[src/rtl/crack_scheduler.sv]
// rtl/crack_scheduler.sv - round-robin chunk dispatcher and hit latch for a multi-engine DES key search (optional feature macro: CRACK_SCHED_LIMIT_EN)
module crack_scheduler #(
  parameter int NUM_ENG    = 4,
  parameter int CHUNK_LOG2 = 20,
  localparam int CW        = 56 - CHUNK_LOG2,
  localparam int PW        = (NUM_ENG > 1) ? $clog2(NUM_ENG) : 1
) (
  input  logic                  clk,
  input  logic                  reset,
  input  logic                  start,
  input  logic                  abort,
  input  logic [NUM_ENG-1:0]    eng_busy,
  input  logic [NUM_ENG-1:0]    eng_found,
  input  logic [56*NUM_ENG-1:0] eng_key,
`ifdef CRACK_SCHED_LIMIT_EN
  input  logic [CW:0]           chunk_limit,
`endif
  output logic [NUM_ENG-1:0]    eng_go,
  output logic [55:0]           eng_base,
  output logic                  eng_kill,
  output logic [55:0]           key_out,
  output logic                  found,
  output logic                  done,
  output logic                  busy,
  output logic [CW:0]           chunks_issued
);

  localparam logic [2:0] S_IDLE     = 3'd0;
  localparam logic [2:0] S_DISPATCH = 3'd1;
  localparam logic [2:0] S_DRAIN    = 3'd2;
  localparam logic [2:0] S_HIT      = 3'd3;
  localparam logic [2:0] S_END      = 3'd4;

  // One past the last chunk index: the whole keyspace.
  localparam logic [CW:0] FULL_COUNT = {1'b1, {CW{1'b0}}};

  logic [2:0]         state_q, state_d;
  logic [NUM_ENG-1:0] eng_go_q, eng_go_d;
  logic [55:0]        eng_base_q, eng_base_d;
  logic               eng_kill_q, eng_kill_d;
  logic [55:0]        key_q, key_d;
  logic               found_q, found_d;
  logic               done_q, done_d;
  logic               busy_q, busy_d;
  logic [CW:0]        cnt_q, cnt_d;
  logic [PW-1:0]      rr_q, rr_d;

  logic               grant_vld;
  logic [PW-1:0]      grant_idx;
  logic [PW-1:0]      rr_next;
  logic               hit_vld;
  logic [55:0]        hit_key;
  logic [CW:0]        limit_eff;

`ifdef CRACK_SCHED_LIMIT_EN
  logic [CW:0]        limit_q, limit_d;

  // A zero (or oversized) limit means the full keyspace.
  assign limit_eff = ((limit_q == '0) || (limit_q > FULL_COUNT)) ? FULL_COUNT : limit_q;
`else
  assign limit_eff = FULL_COUNT;
`endif

  // Pick the first idle engine at or after the round-robin pointer; an engine
  // launched last cycle has not raised eng_busy yet, so it is skipped too.
  always_comb begin
    int            idx;
    logic [PW-1:0] idx_p;
    grant_vld = 1'b0;
    grant_idx = '0;
    idx       = 0;
    idx_p     = '0;
    for (int k = 0; k < NUM_ENG; k++) begin
      idx = int'(rr_q) + k;
      if (idx >= NUM_ENG) begin
        idx = idx - NUM_ENG;
      end
      idx_p = PW'(idx);
      if (!grant_vld && !eng_busy[idx_p] && !eng_go_q[idx_p]) begin
        grant_vld = 1'b1;
        grant_idx = idx_p;
      end
    end
    if (grant_idx == PW'(NUM_ENG - 1)) begin
      rr_next = '0;
    end else begin
      rr_next = grant_idx + PW'(1);
    end
  end

  // Lowest-numbered busy engine reporting a match wins the key latch.
  always_comb begin
    hit_vld = 1'b0;
    hit_key = '0;
    for (int i = NUM_ENG - 1; i >= 0; i--) begin
      if (eng_found[i] && eng_busy[i]) begin
        hit_vld = 1'b1;
        hit_key = eng_key[56*i +: 56];
      end
    end
  end

  // Next-state and registered-output logic: abort > hit > launch.
  always_comb begin
    state_d    = state_q;
    eng_go_d   = '0;
    eng_base_d = eng_base_q;
    eng_kill_d = 1'b0;
    key_d      = key_q;
    found_d    = found_q;
    done_d     = done_q;
    cnt_d      = cnt_q;
    rr_d       = rr_q;
`ifdef CRACK_SCHED_LIMIT_EN
    limit_d    = limit_q;
`endif
    if (state_q == S_IDLE) begin
      if (start) begin
        found_d = 1'b0;
        done_d  = 1'b0;
        key_d   = '0;
        cnt_d   = '0;
`ifdef CRACK_SCHED_LIMIT_EN
        limit_d = chunk_limit;
`endif
        state_d = S_DISPATCH;
      end
    end else if (abort) begin
      eng_kill_d = 1'b1;
      found_d    = 1'b0;
      done_d     = 1'b0;
      state_d    = S_IDLE;
    end else begin
      case (state_q)
        S_DISPATCH, S_DRAIN: begin
          if (hit_vld) begin
            key_d      = hit_key;
            found_d    = 1'b1;
            done_d     = 1'b1;
            eng_kill_d = 1'b1;
            state_d    = S_HIT;
          end else if (state_q == S_DISPATCH) begin
            if (grant_vld) begin
              eng_go_d   = NUM_ENG'(1) << grant_idx;
              eng_base_d = {cnt_q[CW-1:0], {CHUNK_LOG2{1'b0}}};
              cnt_d      = cnt_q + (CW+1)'(1);
              rr_d       = rr_next;
              if (cnt_d == limit_eff) begin
                state_d = S_DRAIN;
              end
            end
          end else begin
            // Wait for every lane, including one launched last cycle, to go quiet.
            if ((eng_busy == '0) && (eng_go_q == '0)) begin
              done_d  = 1'b1;
              state_d = S_END;
            end
          end
        end
        S_HIT, S_END: begin
          state_d = S_IDLE;
        end
        default: begin
          state_d = S_IDLE;
        end
      endcase
    end
    busy_d = (state_d != S_IDLE);
  end

  // State and output registers.
  always_ff @(posedge clk or negedge reset) begin
    if (!reset) begin
      state_q    <= S_IDLE;
      eng_go_q   <= '0;
      eng_base_q <= '0;
      eng_kill_q <= 1'b0;
      key_q      <= '0;
      found_q    <= 1'b0;
      done_q     <= 1'b0;
      busy_q     <= 1'b0;
      cnt_q      <= '0;
      rr_q       <= '0;
`ifdef CRACK_SCHED_LIMIT_EN
      limit_q    <= '0;
`endif
    end else begin
      state_q    <= state_d;
      eng_go_q   <= eng_go_d;
      eng_base_q <= eng_base_d;
      eng_kill_q <= eng_kill_d;
      key_q      <= key_d;
      found_q    <= found_d;
      done_q     <= done_d;
      busy_q     <= busy_d;
      cnt_q      <= cnt_d;
      rr_q       <= rr_d;
`ifdef CRACK_SCHED_LIMIT_EN
      limit_q    <= limit_d;
`endif
    end
  end

  assign eng_go        = eng_go_q;
  assign eng_base      = eng_base_q;
  assign eng_kill      = eng_kill_q;
  assign key_out       = key_q;
  assign found         = found_q;
  assign done          = done_q;
  assign busy          = busy_q;
  assign chunks_issued = cnt_q;

endmodule

[config.mk]
export PLATFORM = sky130hd
export DESIGN_NAME = crack_scheduler
export DESIGN_NICKNAME = d
export VERILOG_FILES = /design/src/rtl/crack_scheduler.sv
export SDC_FILE = /design/constraint.sdc
export NUM_CORES = 1
export LEC_CHECK = 0
export ABC_AREA = 1
export CORE_AREA = 4 4 152 154
export DETAILED_ROUTE_END_ITERATION = 8
export DIE_AREA = 0 0 156 158
export HOLD_SLACK_MARGIN = 0.03
export MAX_ROUTING_LAYER = met4
export PLACE_DENSITY = 0.82
export RECOVER_POWER = 25
export SLEW_MARGIN = 20
export SYNTH_ARGS = -nofsm -noshare
export SYNTH_HDL_FRONTEND = slang
export SYNTH_SLANG_ARGS = --single-unit
[constraint.sdc]
create_clock -name clk -period 6 [get_ports clk]
set_clock_uncertainty 0.2 [all_clocks]
set_input_delay 1.2 -clock clk [delete_from_list [all_inputs] [get_ports clk]]
set_output_delay 1.2 -clock clk [all_outputs]
set_load 0.005 [all_outputs]
==> results.yml, run 1 <==
timing:
  finalWorstPathRequiredPeriod_ps: 4153
  hold_viol_final: 0
  worst_slack_ps: 1847
  relSlewSlack_pct: -74.94
  rsz0062_at_grt: "no"
  final-setup-viol-count: 0
  finalMaxSlewViolations: 102
  fmax_ghz: 0.2408
  hold_slack_ps: 284.0
  finalSetupTns_ps: 0
  worstMarginPinSlew_ps: 2624
  fin_crit_sh_pct: 69.21
pwr:
  leakage_nw: 5.888
  ir_drop_v: 0.0001980
  switching_share_pct: 34.70
  power_frac_seq_pct: 34.1
  p_clk_share_pct: 26.3
  finalPower_mw: 4.121
  internal_power_mw: 2.691
  cellPowerDensity_nw_per_um2: 312.2
  p_sw_mw: 1.430
  comb_power_share_pct: 39.6
logic_synthesis:
  ys_ff_latch: 142
  synth.top_cell.area_share_pct: 40.35
  yosysSeqAreaShare_pct: 40.35
  ys_warn_count: 0
  synthTopCellsByArea: "dfrtp_1 (40%), nand2_1 (19%), o21ai_0 (6.7%)"
  syn_area_um2: 8807
  syn_area_per_cell_um2: 6.924
  syn_inst: 1272
  synth_cell_type_count: 35
  yosys.area.top_type: "dfrtp_1"
route:
  routedWlPerCell_um: 19.82
  drc_errors: 0
  firstDrtPassIters: 8
  antenna_left: 0
  drtIter0Drc: 1081
  finalWirelength_um: 37530
  vias_per_cell: 5.483
  num_vias: 10380
placement:
  globalplace.congestion: 0.9800
  hpwl_um: 27890
  io_buffers: 372
  pre_cts_slack_ps: 1773
die:
  initial_core_util_pct: 40.61
  placeableCoreArea_um2: 21690
  die_h_um: 158
  io_pins: 393
  rows: 54
  die_w_um: 156
  dieArea_um2: 24650
run:
  drv_cap: 1
clock_network:
  clk_path_buf_depth: 2
  clk_pin_slew_worst_paths_ps: 60
  cts_buffers: 17
  ctsResizeCount: 0
  clockRootBuffer: "clkbuf_16"
  h-tree-depth: 4
  cts_tree: "done"
  cts_hold_buf: 0
  numClockSinks: 142
  clk_latency_ps: 420
  cts_setup_buffers: 0
layout:
  nFillCells: 1918
  fin_util_pct: 60.86
  seq_area_um2: 3553
  drive_gt1_share_pct: 4.348
  nNetsFinal: 1838
  syn_to_final_growth_pct: 49.88
  multi_input_area_um2: 4576
setup_path:
  start_kind: "primary input"
  path_max_fanout: 101
  crit_path_top_delay_cell: "clkbuf_2"
  path_common_cell: "clkbuf_2"
  path_cells: "clkbuf_2, clkbuf_2"
  cp_top_family: "buffers and inverters"
  critPathMaxStageDelay_ps: 1830
  critical_path_class: "primary input to async pin"
  worst_ep_arrival_time_ps: 4290
  crit_buf_inv: 2
  required_ps: 6140
  end_kind: "async pin"
status:
  violations: "max-capacitance violations, max-slew violations"
  status: "finished, violations left"
grt:
  grt_use_total_pct: 29.64
  grt_max_degree: 112
  grt_pass1_vias: 9665
  overflow: 0
  grt_pass1_wl_um: 55410
  antenna_found_initial: 3
worst_hold_path:
  worst_hold_path_type: "flip-flop to flip-flop"
-- cells in the final DEF (no fill, tap or decap), drive strengths merged, types with 2 or more instances in the layout --
cell type      instances
nor2                 103
o21ai                119
bufinv                 2
o22ai                 27
clkbuf                23
o221ai                53
buf                   11
dfrtp                142
xor2                   6
inv                   91
a21oi                 63
diode                  3
ha                     5
nand4                 14
nor3                   5
conb                  20
nand2                440
clkinv                 7
clkdlybuf4s50        369
nand3                101
-- worst paths after layout --
check	from	to	slack, ps	depth (start not counted)
max	reset	chunks_issued[27]$_DFFE_PN0P_	1850	2
min	key_out[32]$_DFFE_PN0P_	key_out[32]$_DFFE_PN0P_	280	2
max reg2reg	chunks_issued[0]$_DFFE_PN0P_	busy$_DFF_PN0_	3040	14
min reg2reg	key_out[32]$_DFFE_PN0P_	key_out[32]$_DFFE_PN0P_	280	2
max in group clk	eng_busy[0]	key_out[33]$_DFFE_PN0P_	2170	8
min in group asynchronous	reset	eng_base[43]$_DFFE_PN0P_	1400	1
-- layout make-up --
type,count,area share (%)
flip-flops and latches,142,26.92
multi-input cells,964,34.66
well taps,280,2.654
diodes,3,0.05687
inverters,90,2.559
repair buffers,382,28.64
clock buffers,21,3.488
clock inverters,11,1.014
-- cell usage after synthesis, drive strengths merged --
library cell	n
o21ai	119
nand4	14
conb	1
nand3	101
o221ai	53
buf	37
clkbuf	58
a21oi	63
o22ai	27
o32a	1
ha	5
nand3b	1
and2	1
xnor2	1
a221oi	1
nand2	440
o21bai	1
or2	1
inv	90
nor2	103
dfrtp	142
o31ai	1
nor3	5
xor2	6
-- power by group through the flow --
stage / Combinational [mW] / Clock [mW] / Sequential, mW
CTS: 1.64 / 1.09 / 1.40
floorplan: 0.665 / 0 / 1.41
detailed placement: 1.63 / 0 / 1.41
finish: 1.63 / 1.08 / 1.41
global placement: 1.60 / 0 / 1.41
global route: 1.78 / 1.14 / 1.44
-- logic make-up (layout without fill, tap and decap cells) --
| logic type | count (synthesis) | count (layout) | share of synthesized area [%] |
|---|---|---|---|
| DFF | 142 | 142 | 40.35 |
| xor gates and xnor gates | 7 | 7 | 0.6961 |
| AOI/OAI and AO/OA | 266 | 266 | 17.96 |
| buffers and inverters | 185 | 504 | 8.908 |
| adders and majority gates | 5 | 5 | 0.7103 |
| and+or+nand+nor | 666 | 666 | 31.34 |
| other | 1 | 23 | 0.04258 |
-- routing by layer --
| layer | GRT usage, % | vias up | share of wire, % |
|---|---|---|---|
| met5 | - | - | 0 |
| met4 | 10.67 | 0 | 3.3 |
| met3 | 5.303 | 90 | 8.9 |
| met2 | 48.06 | 575 | 49 |
| met1 | 37.37 | 4858 | 39 |
| li1 | - | 4856 | - |
-- through the flow --
stage               instance area [µm²]  cells
floorplan                          8879   1291
global placement                  12610   1858
detailed placement                12610   1858
CTS                               13200   1890
global route                      13200   1893
finish                            13200   1893
-- state kept, by name (all words and copies together), names as in the netlist, 2 cells and up --
signal,flops
key_out,56
eng_go,4
eng_base,36
state_q,3
rr_q,2
chunks_issued,37
(Power assumes the default switching activity.)
==> run 2: changes to the inputs <==
CORE_AREA = unset   (was 4 4 152 154)
CORE_MARGIN = 4   (was unset)
CORE_UTILIZATION = 43   (was unset)
DIE_AREA = unset   (was 0 0 156 158)
PLACE_DENSITY = 0.86   (was 0.82)
clock period = 4.25 ns   (was 6 ns; I/O delays follow)
==> run 2 against run 1 <==
  * The run still ends with max-capacitance violations, max-slew violations left
  * Non-clock buffer count is 1 higher
  * Sequential share of layout area about the same
  * First-iteration DRC count fell by 20%
  * Clock power up 33%
  * Clock-buffer cell count fell by 2
  * Sequential cell count stayed put
  * Routed wire length fell by 1.7%
  * Core utilization grew 4.6 points
  * Largest power group unchanged
==> results.yml, run 2 (synthesis gave the netlist of run 1 again) <==
clock_network:
  cts_buffers: 17
  cts_tree: "done"
  clk_latency_ps: 430
  numClockSinks: 142
  cts_hold_buf: 0
  clk_pin_slew_worst_paths_ps: 70
  clockRootBuffer: "clkbuf_16"
  clk_path_buf_depth: 2
  h-tree-depth: 4
  cts_setup_buffers: 0
  ctsResizeCount: 0
setup_path:
  critPathMaxStageDelay_ps: 550
  r2r_end: "state_q[0]$_DFF_PN0_"
  regToRegStartpoint: "chunks_issued[0]$_DFFE_PN0P_"
  rrSetupSlack_ps: 1290
  ff2ff_path_depth: 14
  start_kind: "primary input"
  worst_ep_arrival_time_ps: 3210
  critical_path_class: "primary input to flip-flop"
  end_kind: "flip-flop"
  cp_top_family: "simple AND/OR/NAND/NOR gates"
  path_max_fanout: 19
  crit_path_top_delay_cell: "clkdlybuf4s50_1"
  path_cells: "clkdlybuf4s50_1, nand2_4, nand4_1, nor3_1, nand2_2, inv_1, nand2_1, o21ai_0"
  required_ps: 4390
  crit_buf_inv: 2
timing:
  fin_crit_sh_pct: 72.20
  relSlewSlack_pct: -60.73
  finalMaxSlewViolations: 92
  final-setup-viol-count: 0
  finalWorstPathRequiredPeriod_ps: 3069
  hold_slack_ps: 281.3
  fmax_ghz: 0.3259
  finalSetupTns_ps: 0
  worstMarginPinSlew_ps: 2411
  hold_viol_final: 0
  rsz0062_at_grt: "no"
layout:
  largest_reg_flops: 56
  layout_common_cells: "nand2_1 (432), clkdlybuf4s50_1 (369), dfrtp_1 (142)"
  nNetsFinal: 1839
  syn_to_final_growth_pct: 49.98
  nFillCells: 1738
  drive_gt1_share_pct: 4.531
  layout_commonest_cell: "nand2_1"
worst_hold_path:
  worstHoldStart: "key_out[13]$_DFFE_PN0P_"
  min_to: "key_out[13]$_DFFE_PN0P_"
  worst_hold_path_type: "flip-flop to flip-flop"
  min_path_cells: 2
route:
  drc_errors: 0
  drtIter0Drc: 870
  firstDrtPassIters: 7
  num_vias: 10250
  vias_per_cell: 5.431
  routedWlPerCell_um: 19.54
  antenna_left: 0
  finalWirelength_um: 36900
status:
  violations: "max-capacitance violations, max-slew violations"
  status: "finished, violations left"
pwr:
  internal_power_mw: 3.701
  power_frac_seq_pct: 34.6
  comb_power_share_pct: 40.4
  ir_drop_v: 0.0003001
  switching_share_pct: 35.84
  cellPowerDensity_nw_per_um2: 436.7
  leakage_nw: 5.874
  finalPower_mw: 5.768
  p_clk_share_pct: 25.0
  p_sw_mw: 2.067
grt:
  grt_use_total_pct: 32.10
  overflow: 0
  grt_max_degree: 112
  grt_pass1_vias: 9626
  grt_pass1_wl_um: 55010
  antenna_found_initial: 7
die:
  placeableCoreArea_um2: 20170
  rows: 52
  dieArea_um2: 22840
  die_h_um: 151.1
  io_pins: 393
  die_w_um: 151.1
  initial_core_util_pct: 43.67
run:
  drv_cap: 1
placement:
  hpwl_um: 27720
  globalplace.congestion: 0.9516
  io_buffers: 372
run 2: routing by layer:
| layer | routed length [µm] | track usage [%] | vias up |
|---|---|---|---|
| li1 | - | - | 4865 |
| met5 | 0 | - | - |
| met4 | 1373 | 13.24 | 0 |
| met1 | 14710 | 41.38 | 4767 |
| met3 | 3585 | 7.481 | 84 |
| met2 | 17220 | 48.89 | 537 |
run 2: worst max path at each step:
| stage | from | end | depth (start not counted) |
|---|---|---|---|
| floorplan | eng_busy[1] | rr_q[1]$_DFFE_PN0P_ | 15 |
| detailed placement | eng_busy[2] | chunks_issued[26]$_DFFE_PN0P_ | 12 |
| global route | eng_busy[2] | chunks_issued[27]$_DFFE_PN0P_ | 12 |
| finish | eng_busy[2] | chunks_issued[26]$_DFFE_PN0P_ | 8 |
| global placement | eng_busy[2] | rr_q[0]$_DFFE_PN0P_ | 12 |
| CTS | eng_busy[2] | chunks_issued[26]$_DFFE_PN0P_ | 12 |
run 2: power by group through the flow:
stage	registers, mW	logic (mW)	clock network, mW
2_1_floorplan	1.99	0.938	0
3_3_place_gp	2.00	2.27	0
3_5_place_dp	2.00	2.32	0
4_1_cts	1.99	2.34	1.46
5_1_grt	2.03	2.55	1.52
6_report	1.99	2.33	1.44
run 2: per-stage QoR:
step / std cells / instance area [µm²] / setup WS, ps / utilization, %
after floorplan: 1291 / 8879 / 1801 / -
after global placement: 1849 / 12640 / 892.5 / 62.67
after detailed placement: 1849 / 12640 / 793.9 / 62.67
after CTS: 1881 / 13200 / 1244 / 65.43
after global routing: 1888 / 13210 / 983.2 / 65.49
final: 1888 / 13210 / 1181 / 65.49
run 2: cell type report:
cell class                 count  area (µm²)  share of cell area (%)
sequential                   142        3553                   26.90
inverter                      90       337.8                   2.558
timing repair buffer         383        3829                   28.99
antenna                        7       17.52                  0.1326
clock inverter                13       105.1                  0.7957
tap                          270       337.8                   2.558
multi-input combinational    964        4576                   34.64
clock buffer                  19       452.9                   3.429
run 2: worst min-delay path, delay by kind of cell, from the launching register on:
family / cells / cell delay [ps]
flip-flops: 1 / 340
AND/OR/NAND/NOR: 2 / 110
